## config.mk

```make
export PLATFORM = sky130hd
export DESIGN_NAME = sdpb_line_reader
export DESIGN_NICKNAME = d
export VERILOG_FILES = /design/src/rtl/sdpb_line_reader.sv
export SDC_FILE = /design/constraint.sdc
export NUM_CORES = 1
export LEC_CHECK = 0
export CAP_MARGIN = 30
export CORE_MARGIN = 2
export CORE_UTILIZATION = 55
export CTS_CLUSTER_SIZE = 25
export DETAILED_ROUTE_END_ITERATION = 12
export GPL_TIMING_DRIVEN = 0
export MAX_ROUTING_LAYER = met4
export PLACE_DENSITY = 0.85
export SYNTH_ARGS = -nofsm -noshare
export SYNTH_HDL_FRONTEND = slang
export SYNTH_SLANG_ARGS = --single-unit
```

## constraint.sdc

```tcl
create_clock -name i_clk -period 3.06 [get_ports i_clk]
set_clock_uncertainty 0.1 [all_clocks]
set_input_delay 0.918 -clock i_clk [delete_from_list [all_inputs] [get_ports i_clk]]
set_output_delay 0.918 -clock i_clk [all_outputs]
set_load 0.005 [all_outputs]
```

## src/rtl/sdpb_line_reader.sv

```systemverilog
// sdpb_line_reader: read-side controller for a simple-dual-port line RAM.
//
// A start pulse reads i_length consecutive words from i_base_addr, wrapping modulo
// 2^ADDR_W. The words leave as a valid/ready stream with a last-word marker and a
// one-cycle done pulse. A small credit-controlled FIFO absorbs the RAM read latency,
// so downstream backpressure never loses a word.
//
// Ports:
//   i_clk, i_reset        clock (also the RAM clkb) and synchronous active-high reset
//   i_start               one-cycle line request, honoured only in IDLE
//   i_base_addr           first word address, sampled on an accepted start
//   i_length              word count (0 = empty line, clamped to 2^ADDR_W)
//   o_busy, o_done        busy outside IDLE; done is a one-cycle completion pulse
//   o_ram_ceb, o_ram_oce  RAM port-B clock enable and output-register enable
//   o_ram_adb, i_ram_dout RAM port-B address and read data
//   o_m_valid, i_m_ready  output stream handshake
//   o_m_data, o_m_last    stream word and final-word marker

module sdpb_line_reader #(
  parameter int unsigned ADDR_W     = 10,
  parameter int unsigned DATA_W     = 16,
  parameter int unsigned RD_LAT     = 1,
  parameter int unsigned FIFO_DEPTH = 4
) (
  input  logic              i_clk,
  input  logic              i_reset,
  input  logic              i_start,
  input  logic [ADDR_W-1:0] i_base_addr,
  input  logic [ADDR_W:0]   i_length,
  output logic              o_busy,
  output logic              o_done,
  output logic              o_ram_ceb,
  output logic              o_ram_oce,
  output logic [ADDR_W-1:0] o_ram_adb,
  input  logic [DATA_W-1:0] i_ram_dout,
  output logic              o_m_valid,
  input  logic              i_m_ready,
  output logic [DATA_W-1:0] o_m_data,
  output logic              o_m_last
);

  localparam logic [1:0] S_IDLE  = 2'd0;
  localparam logic [1:0] S_RUN   = 2'd1;
  localparam logic [1:0] S_DRAIN = 2'd2;
  localparam logic [1:0] S_DONE  = 2'd3;

  localparam int unsigned PTR_W = $clog2(FIFO_DEPTH);
  // Wide enough to hold fifo occupancy plus in-flight reads without overflow.
  localparam int unsigned CNT_W = PTR_W + 2;

  localparam logic [ADDR_W:0] MAX_LEN   = {1'b1, {ADDR_W{1'b0}}};
  localparam logic [CNT_W-1:0] DEPTH_C  = CNT_W'(FIFO_DEPTH);

  logic [1:0]          r_state, w_state_d;
  logic [ADDR_W-1:0]   r_base;
  logic [ADDR_W:0]     r_len;
  logic [ADDR_W:0]     r_issued;
  logic [RD_LAT-1:0]   r_pipe_v;
  logic [RD_LAT-1:0]   r_pipe_last;
  logic [DATA_W:0]     r_mem [FIFO_DEPTH];
  logic [PTR_W-1:0]    r_wr_ptr;
  logic [PTR_W-1:0]    r_rd_ptr;
  logic [CNT_W-1:0]    r_count;

  logic                w_start_ok;
  logic [ADDR_W:0]     w_len_clamp;
  logic [ADDR_W:0]     w_issued_inc;
  logic [CNT_W-1:0]    w_inflight;
  logic [CNT_W-1:0]    w_occ;
  logic                w_issue;
  logic                w_issue_last;
  logic                w_push;
  logic                w_push_last;
  logic                w_valid;
  logic                w_pop;
  logic [DATA_W:0]     w_head;

  assign w_start_ok   = (r_state == S_IDLE) && i_start;
  assign w_len_clamp  = (i_length > MAX_LEN) ? MAX_LEN : i_length;
  assign w_issued_inc = r_issued + (ADDR_W + 1)'(1);

  always_comb begin
    w_inflight = '0;
    for (int i = 0; i < RD_LAT; i++) begin
      w_inflight = w_inflight + CNT_W'(r_pipe_v[i]);
    end
  end

  // Credit: every in-flight read already owns a FIFO slot.
  assign w_occ        = r_count + w_inflight;
  assign w_issue      = (r_state == S_RUN) && (r_issued < r_len) && (w_occ < DEPTH_C);
  assign w_issue_last = w_issue && (w_issued_inc == r_len);

  assign w_push      = r_pipe_v[RD_LAT-1];
  assign w_push_last = r_pipe_last[RD_LAT-1];
  assign w_valid     = (r_count != '0);
  assign w_pop       = w_valid && i_m_ready;

  always_comb begin
    w_state_d = r_state;
    case (r_state)
      S_IDLE: begin
        if (i_start) begin
          w_state_d = (w_len_clamp == '0) ? S_DONE : S_RUN;
        end
      end
      S_RUN: begin
        if (w_issue_last) begin
          w_state_d = S_DRAIN;
        end
      end
      S_DRAIN: begin
        if ((w_inflight == '0) && (r_count == '0)) begin
          w_state_d = S_DONE;
        end
      end
      S_DONE:  w_state_d = S_IDLE;
      default: w_state_d = S_IDLE;
    endcase
  end

  always_ff @(posedge i_clk) begin
    if (i_reset) begin
      r_state     <= S_IDLE;
      r_base      <= '0;
      r_len       <= '0;
      r_issued    <= '0;
      r_pipe_v    <= '0;
      r_pipe_last <= '0;
      r_wr_ptr    <= '0;
      r_rd_ptr    <= '0;
      r_count     <= '0;
    end else begin
      r_state <= w_state_d;
      if (w_start_ok) begin
        r_base   <= i_base_addr;
        r_len    <= w_len_clamp;
        r_issued <= '0;
      end else if (w_issue) begin
        r_issued <= w_issued_inc;
      end

      // Return-path tracker: one stage per cycle of RAM latency.
      r_pipe_v[0]    <= w_issue;
      r_pipe_last[0] <= w_issue_last;
      for (int i = 1; i < RD_LAT; i++) begin
        r_pipe_v[i]    <= r_pipe_v[i-1];
        r_pipe_last[i] <= r_pipe_last[i-1];
      end

      if (w_push) begin
        r_wr_ptr <= r_wr_ptr + PTR_W'(1);
      end
      if (w_pop) begin
        r_rd_ptr <= r_rd_ptr + PTR_W'(1);
      end
      case ({w_push, w_pop})
        2'b10:   r_count <= r_count + CNT_W'(1);
        2'b01:   r_count <= r_count - CNT_W'(1);
        default: r_count <= r_count;
      endcase
    end
  end

  always_ff @(posedge i_clk) begin
    if (w_push && !i_reset) begin
      r_mem[r_wr_ptr] <= {w_push_last, i_ram_dout};
    end
  end

  assign w_head = r_mem[r_rd_ptr];

  assign o_busy    = (r_state != S_IDLE);
  assign o_done    = (r_state == S_DONE);
  assign o_ram_ceb = w_issue;
  assign o_ram_oce = (RD_LAT == 2) ? 1'b1 : 1'b0;
  assign o_ram_adb = r_base + r_issued[ADDR_W-1:0];
  assign o_m_valid = w_valid;
  // Head is gated so an empty FIFO presents zeros rather than stale storage.
  assign o_m_data  = w_valid ? w_head[DATA_W-1:0] : '0;
  assign o_m_last  = w_valid && w_head[DATA_W];

endmodule

```

==> impl_results.html <==
<table>
<tr><th>Metric</th><th>Value</th></tr>
<tr><th colspan="2">Status</th></tr>
<tr><td>Outcome</td><td>finished, violations left</td></tr>
<tr><td>Failing checks</td><td>negative setup slack</td></tr>
<tr><th colspan="2">Synthesis</th></tr>
<tr><td>Number of different library cells in the post-synthesis netlist</td><td>54</td></tr>
<tr><td>Synthesized netlist cell count</td><td>444</td></tr>
<tr><td>Top cells by area in the synthesized netlist</td><td>sky130_fd_sc_hd__edfxtp_1, sky130_fd_sc_hd__dfxtp_1, sky130_fd_sc_hd__ha_1, sky130_fd_sc_hd__mux4_2, sky130_fd_sc_hd__xnor2_1</td></tr>
<tr><td>Adder-cell area share of the yosys netlist</td><td>8.27%</td></tr>
<tr><td>Fraction of registers with async set or reset after synthesis</td><td>0%</td></tr>
<tr><td>Net count after synthesis</td><td>520</td></tr>
<tr><td>Number of warnings issued by yosys</td><td>0</td></tr>
<tr><td>Simple-Gate Fraction of Synth Area</td><td>12.3%</td></tr>
<tr><td>Mux cell area share after synthesis</td><td>7.56%</td></tr>
<tr><td>Xor and xnor fraction of the mapped netlist area</td><td>5.60%</td></tr>
<tr><td>Total standard cell area after synthesis</td><td>5480 um2</td></tr>
<tr><td>Number of enable flip-flop cells after synthesis</td><td>68</td></tr>
<tr><td>Most used DFF post-synth</td><td>sky130_fd_sc_hd__edfxtp_1</td></tr>
<tr><td>Fraction of post-synthesis cell area in the top cell type by area</td><td>37.3%</td></tr>
<tr><td>Yosys reg bits</td><td>114</td></tr>
<tr><td>Sequential area share after synthesis</td><td>54.1%</td></tr>
<tr><td>Average cell area after synthesis</td><td>12.3 um2</td></tr>
<tr><td>Library cell with the largest summed area after synthesis</td><td>sky130_fd_sc_hd__edfxtp_1</td></tr>
<tr><td>Area fraction in compound gates after synthesis</td><td>8.52%</td></tr>
<tr><td>Dominant combinational cell family by area after synthesis</td><td>simple AND/OR/NAND/NOR gates</td></tr>
<tr><th colspan="2">Timing</th></tr>
<tr><td>Setup repair after global routing missed its margin</td><td>yes</td></tr>
<tr><td>Maximum achievable frequency</td><td>0.299 GHz</td></tr>
<tr><td>Hold Violations, Final</td><td>0</td></tr>
<tr><td>Count of final max-slew check failures</td><td>0</td></tr>
<tr><td>Min Tclk post-route</td><td>3340 ps</td></tr>
<tr><td>Summed negative setup slack over all endpoints</td><td>-1300 ps</td></tr>
<tr><td>Relative slew slack</td><td>37.8%</td></tr>
<tr><td>Setup slack of the critical path after layout</td><td>-284 ps</td></tr>
<tr><td>Transition at the pin with the smallest max-transition slack</td><td>932 ps</td></tr>
<tr><td>Final worst path period share</td><td>109%</td></tr>
<tr><td>Number of failing setup endpoints in the final timing report</td><td>7</td></tr>
<tr><th colspan="2">Placed design</th></tr>
<tr><td>Gp weighted congestion</td><td>0.874</td></tr>
<tr><td>HPWL after detailed placement</td><td>8050 um</td></tr>
<tr><td>Total placed cells including tap cells</td><td>647</td></tr>
<tr><td>Buffers added on ports</td><td>70</td></tr>
<tr><th colspan="2">Global routing</th></tr>
<tr><td>Wire length of the first global-routing pass</td><td>21100 um</td></tr>
<tr><td>Antenna violations before repair</td><td>0</td></tr>
<tr><td>Pin count of the biggest net entering global routing</td><td>18</td></tr>
<tr><td>Global-route usage over all layers</td><td>26.0%</td></tr>
<tr><td>Global route total overflow</td><td>0</td></tr>
<tr><td>Via count of the first global-routing pass</td><td>4177</td></tr>
<tr><th colspan="2">Floorplanning</th></tr>
<tr><td>Die span in x</td><td>104 um</td></tr>
<tr><td>Starting density of the core</td><td>56.3%</td></tr>
<tr><td>Core area</td><td>9730 um2</td></tr>
<tr><td>Boundary Pins</td><td>73</td></tr>
<tr><td>Vertical extent of the die</td><td>104 um</td></tr>
<tr><td>Total die area</td><td>10800 um2</td></tr>
<tr><td>Row count</td><td>36</td></tr>
<tr><th colspan="2">Routing</th></tr>
<tr><td>Post-route antenna net violation count</td><td>0</td></tr>
<tr><td>Residual DRC</td><td>0</td></tr>
<tr><td>Vias post-DR</td><td>4020</td></tr>
<tr><td>Number of vias per cell</td><td>5.66</td></tr>
<tr><td>Pre-antenna DRT Iters</td><td>5</td></tr>
<tr><td>Detailed router's first-iteration violation count</td><td>337</td></tr>
<tr><td>Avg WL per Cell</td><td>19.0 um</td></tr>
<tr><td>Routed wire length</td><td>13500 um</td></tr>
<tr><th colspan="2">Clock network</th></tr>
<tr><td>Hold_buf cts</td><td>0</td></tr>
<tr><td>Maximum clock path buffer count</td><td>2</td></tr>
<tr><td>Number of levels in the clock H-tree</td><td>4</td></tr>
<tr><td>Clock-pin transition on the worst setup and hold timing paths</td><td>60 ps</td></tr>
<tr><td>Clock tree from TritonCTS</td><td>built</td></tr>
<tr><td>Source-to-sink clock delay at the later pin of the worst-skew pair</td><td>510 ps</td></tr>
<tr><td>Count of clock tree sinks</td><td>114</td></tr>
<tr><td>Root cell of the clock tree</td><td>sky130_fd_sc_hd__clkbuf_8</td></tr>
<tr><td>Number of clock buffers inserted by TritonCTS</td><td>17</td></tr>
<tr><th colspan="2">Final layout</th></tr>
<tr><td>Fraction of layout instances using a drive strength above 1</td><td>31.0%</td></tr>
<tr><td>Post-Layout Cell Count</td><td>710</td></tr>
<tr><td>Count of filler cells inserted in the layout</td><td>585</td></tr>
<tr><td>Final core utilization</td><td>76.5%</td></tr>
<tr><td>Number of antenna repair diodes</td><td>0</td></tr>
<tr><td>Final nets</td><td>641</td></tr>
<tr><td>Signed area change from the synthesized netlist to the final layout</td><td>35.9%</td></tr>
<tr><th colspan="2">Critical path</th></tr>
<tr><td>Worst path max stage delay</td><td>370 ps</td></tr>
<tr><td>CP Max Fanout</td><td>2</td></tr>
<tr><td>Worst Setup End Kind</td><td>output port</td></tr>
<tr><td>Cell chain of the critical path</td><td>ha_4, inv_2, fa_2, inv_2, a21oi_2, o21bai_1, a21o_1, a21oi_2, o21ai_2, xor2_1, buf_2</td></tr>
<tr><td>Crit start category</td><td>flop</td></tr>
<tr><td>Path type of the worst setup path</td><td>flop to output port</td></tr>
<tr><td>Worst Path Required</td><td>2040 ps</td></tr>
<tr><td>Highest-delay cell along the critical path</td><td>sky130_fd_sc_hd__dfxtp_4</td></tr>
<tr><td>Endpoint arrival time on the critical path</td><td>2330 ps</td></tr>
<tr><th colspan="2">Run</th></tr>
<tr><td>Number of maximum-capacitance constraint violations</td><td>0</td></tr>
<tr><th colspan="2">Hold path</th></tr>
<tr><td>Path type of the worst min-delay path</td><td>flop to flop</td></tr>
<tr><th colspan="2">Power and ir drop</th></tr>
<tr><td>P_leak</td><td>0.00286 uW</td></tr>
<tr><td>Total power consumption of the routed design</td><td>5160 uW</td></tr>
<tr><td>Peak ir drop on the vdd network</td><td>316 uV</td></tr>
<tr><td>Power density over the cells</td><td>693 nW/um2</td></tr>
</table>
-- path summary, 6_finish.rpt --
kind	from	end	slack, ps	cells past startpoint
hold / removal	r_pipe_last	r_mem[1][16]	390	0
setup reg to reg	r_issued[0]	r_state[1]	50	11
setup / recovery	r_issued[0]	o_ram_adb[8]	-280	11
hold reg to reg	r_pipe_last	r_mem[1][16]	390	0
-- report_power, final --
part / internal, uW / leakage (uW) / total [uW] / switching (uW)
logic: 747 / 0.00157 / 1370 / 627
clock network: 1250 / 0.000285 / 1970 / 722
registers: 1720 / 0.000998 / 1820 / 92.2
-- sequential cells by signal, summed over array words and instances, names as in the netlist, named ones only --
| name | cells |
|---|---|
| r_base | 10 |
| r_count | 4 |
| r_issued | 11 |
| r_len | 11 |
| r_mem | 68 |
| r_pipe_last | 1 |
| r_pipe_v | 1 |
| r_rd_ptr | 2 |
| r_state | 2 |
| r_wr_ptr | 2 |
-- through the flow --
stage / hold WS [ps] / worst slack [ps] / cell area (um2)
6_report: 387 / -284 / 7440
3_5_place_dp: 364 / -710 / 6340
5_1_grt: 409 / -426 / 7440
4_1_cts: 389 / -327 / 7330
3_3_place_gp: 347 / -597 / 6340
2_1_floorplan: 338 / 127 / 5480
-- layer usage --
| metal | part of all wire, % | track usage (%) |
|---|---|---|
| met3 | 5.2 | 5.85 |
| met5 | 0 | - |
| met4 | 3.0 | 11.9 |
| met1 | 40 | 29.3 |
| met2 | 52 | 44.2 |
-- cell usage after synthesis, types with 2 or more instances --
master                     count
sky130_fd_sc_hd__a211oi_1      2
sky130_fd_sc_hd__a21o_1        4
sky130_fd_sc_hd__a21oi_1      16
sky130_fd_sc_hd__a22o_1       12
sky130_fd_sc_hd__a31oi_1       3
sky130_fd_sc_hd__and2_1       25
sky130_fd_sc_hd__and4_1        5
sky130_fd_sc_hd__buf_2         3
sky130_fd_sc_hd__buf_4         2
sky130_fd_sc_hd__clkbuf_1     13
sky130_fd_sc_hd__dfxtp_1      46
sky130_fd_sc_hd__edfxtp_1     68
sky130_fd_sc_hd__fa_1          2
sky130_fd_sc_hd__ha_1         33
sky130_fd_sc_hd__inv_1        27
sky130_fd_sc_hd__mux2i_1       2
sky130_fd_sc_hd__mux4_2       17
sky130_fd_sc_hd__nand2_1      26
sky130_fd_sc_hd__nand2b_1      3
sky130_fd_sc_hd__nand3_1       6
sky130_fd_sc_hd__nand4_1       6
sky130_fd_sc_hd__nor2_1       30
sky130_fd_sc_hd__nor3_1        4
sky130_fd_sc_hd__nor3_2        2
sky130_fd_sc_hd__nor4_1        5
sky130_fd_sc_hd__o21a_1        2
sky130_fd_sc_hd__o21ai_0      16
sky130_fd_sc_hd__o21bai_1      3
sky130_fd_sc_hd__or3_1         2
sky130_fd_sc_hd__or4_1         2
sky130_fd_sc_hd__xnor2_1      18
sky130_fd_sc_hd__xor2_1       17
-- critical path: cells and delay by family, from the launching register on --
family | cells | cell delay (ps)
compound gates | 5 | 570
fa+ha+maj | 2 | 510
buf+inv | 3 | 230
xor+xnor | 1 | 150
flops | 1 | 370
-- area by class of cell --
cell class / count / area (um2) / area share, %
timing repair buffer: 105 / 897 / 12.1
clock inverter: 14 / 180 / 2.42
tap: 133 / 166 / 2.24
clock buffer: 17 / 414 / 5.57
sequential: 114 / 3010 / 40.4
buffer: 16 / 125 / 1.68
inverter: 28 / 108 / 1.45
multi-input combinational: 283 / 2540 / 34.2
-- cell usage in the layout, fill, tap and decap left out, types with 11 or more instances in the layout --
cell,n
sky130_fd_sc_hd__clkdlybuf4s50_1,42
sky130_fd_sc_hd__o21ai_0,14
sky130_fd_sc_hd__a21oi_1,11
sky130_fd_sc_hd__xor2_1,17
sky130_fd_sc_hd__and2_1,20
sky130_fd_sc_hd__clkbuf_16,17
sky130_fd_sc_hd__edfxtp_1,68
sky130_fd_sc_hd__mux4_2,17
sky130_fd_sc_hd__nor2_1,29
sky130_fd_sc_hd__ha_1,25
sky130_fd_sc_hd__dfxtp_2,15
sky130_fd_sc_hd__inv_1,21
sky130_fd_sc_hd__dfxtp_1,24
sky130_fd_sc_hd__xnor2_1,17
sky130_fd_sc_hd__nand2_1,26
sky130_fd_sc_hd__a22o_1,12
sky130_fd_sc_hd__buf_2,17
sky130_fd_sc_hd__buf_4,30
-- cells by family (layout without fill, tap and decap cells) --
family          count (synthesis)  count (layout)
other cells                     1               1
fa+ha+maj                      35              35
simple gates                  124             124
buf+inv                        47             180
flops                         114             114
mux                            20              20
xor+xnor                       35              35
compound gates                 68              68
-- repair_timing --
action                                  CTS  global route
gates cloned                              1             1
pin swaps                                22            15
setup buffers                            24            11
endpoints found under the setup margin   28            19
gates resized for setup                 153            35
No activity file was read; power rests on OpenSTA's default activity.
